<file path="src/rtl/uncache_bus_arbiter.sv">
// Round-robin arbiter for the shared uncached system bus, with a slave-silence watchdog
// that revokes the grant, flags the owner and locks it out until it drops its request.
module uncache_bus_arbiter #(
  parameter int NUM_MASTERS    = 2,
  parameter int OWNER_W        = (NUM_MASTERS > 1) ? $clog2(NUM_MASTERS) : 1,
  parameter int TIMEOUT_CYCLES = 255,
  parameter int CNT_W          = 8
) (
  input  logic                   clk,
  input  logic                   resetn,
  input  logic [NUM_MASTERS-1:0] req,
  input  logic                   slave_rdy,
  output logic [NUM_MASTERS-1:0] grant,
  output logic [OWNER_W-1:0]     owner,
  output logic                   bus_busy,
  output logic [NUM_MASTERS-1:0] timeout_err
);

  typedef enum logic [1:0] {
    S_IDLE    = 2'd0,
    S_GRANT   = 2'd1,
    S_RELEASE = 2'd2
  } state_e;

  state_e                 state_q, state_d;
  logic [NUM_MASTERS-1:0] grant_q, grant_d;
  logic [NUM_MASTERS-1:0] lockout_q, lockout_d;
  logic [NUM_MASTERS-1:0] terr_q, terr_d;
  logic [OWNER_W-1:0]     owner_q, owner_d;
  logic [OWNER_W-1:0]     rr_ptr_q, rr_ptr_d;
  logic [CNT_W-1:0]       wd_cnt_q, wd_cnt_d;

  logic [NUM_MASTERS-1:0] eligible;
  logic [NUM_MASTERS-1:0] lock_set;
  logic [OWNER_W-1:0]     cand;
  logic [OWNER_W-1:0]     winner;
  logic                   found;

  // Scan eligible masters starting at rr_ptr, wrapping at NUM_MASTERS (not at 2^OWNER_W).
  always_comb begin
    // NOTE: every signal driven here gets a default first; a branch that skips one would infer a latch.
    eligible = req & ~lockout_q;
    found    = 1'b0;
    winner   = '0;
    cand     = rr_ptr_q;
    for (int i = 0; i < NUM_MASTERS; i++) begin
      if (!found && eligible[cand]) begin
        found  = 1'b1;
        winner = cand;
      end
      cand = (cand == OWNER_W'(NUM_MASTERS - 1)) ? '0 : cand + OWNER_W'(1);
    end
  end

  always_comb begin
    state_d  = state_q;
    grant_d  = grant_q;
    owner_d  = owner_q;
    rr_ptr_d = rr_ptr_q;
    wd_cnt_d = wd_cnt_q;
    terr_d   = '0;
    lock_set = '0;

    unique case (state_q)
      S_IDLE: begin
        if (found) begin
          state_d  = S_GRANT;
          grant_d  = NUM_MASTERS'(1) << winner;
          owner_d  = winner;
          rr_ptr_d = (winner == OWNER_W'(NUM_MASTERS - 1)) ? '0 : winner + OWNER_W'(1);
          wd_cnt_d = '0;
        end
      end
      S_GRANT: begin
        // Priority: owner release, then slave response, then watchdog expiry.
        if (!req[owner_q]) begin
          state_d = S_RELEASE;
          grant_d = '0;
          owner_d = '0;
        end else if (slave_rdy) begin
          wd_cnt_d = '0;
        end else if (wd_cnt_q == CNT_W'(TIMEOUT_CYCLES - 1)) begin
          state_d  = S_RELEASE;
          grant_d  = '0;
          owner_d  = '0;
          terr_d   = grant_q;
          lock_set = grant_q;
        end else begin
          wd_cnt_d = wd_cnt_q + CNT_W'(1);
        end
      end
      S_RELEASE: state_d = S_IDLE;
      default:   state_d = S_IDLE;
    endcase

    // A locked-out master regains eligibility only after it has been seen with req low.
    lockout_d = (lockout_q & req) | lock_set;
  end

  // NOTE: sequential state uses non-blocking assignments so every flop samples pre-edge values.
  always_ff @(posedge clk or negedge resetn) begin
    if (!resetn) begin
      state_q   <= S_IDLE;
      grant_q   <= '0;
      owner_q   <= '0;
      rr_ptr_q  <= '0;
      wd_cnt_q  <= '0;
      lockout_q <= '0;
      terr_q    <= '0;
    end else begin
      state_q   <= state_d;
      grant_q   <= grant_d;
      owner_q   <= owner_d;
      rr_ptr_q  <= rr_ptr_d;
      wd_cnt_q  <= wd_cnt_d;
      lockout_q <= lockout_d;
      terr_q    <= terr_d;
    end
  end

  assign grant       = grant_q;
  assign owner       = owner_q;
  assign bus_busy    = (state_q != S_IDLE);
  assign timeout_err = terr_q;

endmodule

</file>
<file path="config.mk">
export PLATFORM = sky130hd
export DESIGN_NAME = uncache_bus_arbiter
export DESIGN_NICKNAME = d
export VERILOG_FILES = /design/src/rtl/uncache_bus_arbiter.sv
export SDC_FILE = /design/constraint.sdc
export NUM_CORES = 1
export LEC_CHECK = 0
export BUFFER_PORTS_ARGS = -buffer_cell sky130_fd_sc_hd__buf_2
export CAP_MARGIN = 20
export CORE_ASPECT_RATIO = 1.1
export CORE_MARGIN = 10
export CORE_UTILIZATION = 50
export DETAILED_ROUTE_END_ITERATION = 10
export GPL_ROUTABILITY_DRIVEN = 0
export HOLD_SLACK_MARGIN = 0.15
export PLACE_DENSITY_LB_ADDON = 0.12
export SETUP_SLACK_MARGIN = 0.1
export SKIP_LAST_GASP = 1
export SYNTH_ARGS = -nofsm -noshare
export SYNTH_HDL_FRONTEND = slang
export SYNTH_SLANG_ARGS = --single-unit
export TNS_END_PERCENT = 1
</file>
<file path="constraint.sdc">
create_clock -name clk -period 1.5 [get_ports clk]
set_clock_uncertainty 0.1 [all_clocks]
set_input_delay 0.3 -clock clk [delete_from_list [all_inputs] [get_ports clk]]
set_output_delay 0.3 -clock clk [all_outputs]
set_load 0.01 [all_outputs]
</file>
==> results.ini <==
[placed_design]
dp_cells=137
hpwl_mm=1.65
port_buffers=10

[cells_and_area]
final_common_cell=buf_4
layout_common_cells=20 x buf_4, 15 x dfrtp_1, 10 x buf_2
nNetsFinal=135
fill_cells=137
finalNonFillerCells=145
area_delta_synth_final_pct=33.1
drive_gt1_share_pct=40.9
post-route-util_pct=70.6
n_antenna_cell=0

[setup_path]
worstPathMaxFanout=4
arrival_ns=1.68
worstSetupPathType=register to register
slowest_stage=dfrtp_1
start_kind=register
cp.required_ns=1.60
critical-path-max-stage-delay_ns=0.41
cp-end-kind=register
crit_path_cell_trace=inv_2 -> ha_4 -> nand4_4 -> o211a_4 -> and3_1 -> a211o_1

[yosys]
syn_nets=99
yosys_register_bits=17
yosysSeqAreaShare_pct=44.5
netlist_instances=92
syn_area_um2=956
synth_async_sr_flop_share_pct=100
yosys.area.top_type=dfrtp_1
avgSynthCellArea_um2=10.4
synth_top_area_share_pct=44.5
synth.distinct_cells=38
synth_edf_count=0
synth-main-ff-cell=dfrtp_1
yosys_warnings=0
synth_area_leaders=dfrtp_1 45%, nand3_2 3.1%, o21ai_0 3.1%

[timing]
post-route-period-util_pct=105
worstMarginPinSlew_ns=0.383
holdWs_ns=0.256
relSlewSlack_pct=74.4
hold_viol_final=0
finalSetupViolCount=9
worst_slack_ns=-0.0800
fin_crit_ns=1.58
final_max_slew_viol_count=0
max_freq_ghz=0.633
rsz0062_at_grt=true

[power_and_ir_drop]
total_power_mw=1.72
peakVddDrop_mv=0.748
leakage_nw=0.621
p_per_area_nw_per_um2=1350

[global_route]
grt_pass1_vias=847
grt_pass1_wl_mm=3.80
antenna_found_initial=0
grt_max_degree=18
grt_usage_pct=12.3
grt-ovfl-total=0

[route]
firstDrtPassIters=4
drtIter0Drc=41
top_layer_used=met4
drt-wirelength-per-cell_um=16.2
met1_length_mm=1.03
wl_met2_mm=1.15
routed_wirelength_mm=2.34
final_antenna_net_count=0
met3_length_um=106
num_vias=830
drc_errors=0
via_per_inst=5.72

[clock_tree]
cts_buffer_depth=2
clkTransAtPathRegs_ns=0.10
h-tree-depth=1
cts_tree=done
root_buffer=clkbuf_4
clk-insertion-delay-late_ns=0.30
clock-sinks=17
numCtsBuffers=3

[run_status]
status=finished with violations
violations=negative setup slack

[floorplanning]
start_util_pct=53.1
die_h_um=65.9
die_x_um=61.7
die_area_um2=4060
ios=11
rows=16
coreArea_um2=1800

[worst_hold_path]
min-delay-path-class=input pin to register

[job]
drv_cap=0

cell families (layout without fill, tap and decap cells):
kind of cell / after synthesis / in the layout / synth area share, %
compound gates: 27 / 27 / 21.3
fa+ha+maj: 2 / 2 / 2.62
buf+inv: 4 / 39 / 1.96
flops: 17 / 17 / 44.5
mux: 2 / 2 / 2.62
simple gates: 40 / 40 / 27.0
power by group:
| group | leakage, nW | internal [mW] | switching (mW) |
|---|---|---|---|
| Sequential | 0.227 | 0.544 | 0.0948 |
| Clock | 0.0150 | 0.104 | 0.158 |
| Combinational | 0.380 | 0.398 | 0.423 |
Yosys cell counts (all sizes together) (3+ instances only):
master	count
nor2b	5
nor2	8
o21ai	7
inv	3
dfrtp	17
nand3	5
nor3	3
and3	3
a21oi	4
nand2	7
path summary, 6_finish.rpt:
path	from	endpoint	slack [ns]	depth (start not counted)
hold / removal	req[1]	lockout_q[1]	0.26	3
min in group asynchronous	resetn	grant[1]	0.33	2
setup / recovery	wd_cnt_q[0]	wd_cnt_q[3]	-0.08	6
max in group asynchronous	resetn	state_q[0]	0.67	2
setup reg to reg	wd_cnt_q[0]	wd_cnt_q[3]	-0.08	6
hold reg to reg	lockout_q[0]	lockout_q[0]	0.40	1
per-layer routing:
layer	up-vias	track usage, %
met3	5	2.88
met4	0	7.54
met1	399	13.4
met5	-	0
met2	16	20.5
li1	410	-
flip-flops by register name (all words and copies together), names as in the netlist:
register     count
grant            2
wd_cnt_q         8
rr_ptr_q         1
state_q          2
lockout_q        2
timeout_err      2
stage by stage:
stage,setup slack [ns],area (µm²),TNS (ns)
2_1_floorplan,-0.0863,956,-0.326
3_3_place_gp,-0.116,1160,-0.556
3_5_place_dp,-0.138,1160,-0.751
4_1_cts,-0.156,1210,-1.11
5_1_grt,-0.166,1270,-1.68
6_report,-0.0800,1270,-0.542
critical path: cells and delay by family (launching register included):
family                   cells  cell delay [ns]
buffers and inverters        1             0.07
flip-flops                   1             0.41
AND/OR/NAND/NOR              2             0.26
adder cells (fa/ha/maj)      1             0.14
AO/OA/AOI/OAI                2             0.49
cell type report:
cell class	count	area, µm²	share of cell area [%]
inverters	3	11.3	0.885
clock buffers	4	26.3	2.06
multi-input cells	71	564	44.3
flip-flops and latches	17	428	33.6
well taps	18	22.5	1.77
repair buffers	32	220	17.3
repair_timing:
| item | CTS | global route |
|---|---|---|
| hold buffers | 2 | 0 |
| hold endpoints to repair | 18 | 0 |
| endpoints found under the setup margin | 19 | 19 |
| resized for setup | 2 | 10 |
| buffers inserted | 0 | 2 |
| pin swaps | 1 | 3 |
(Power assumes the default switching activity.)
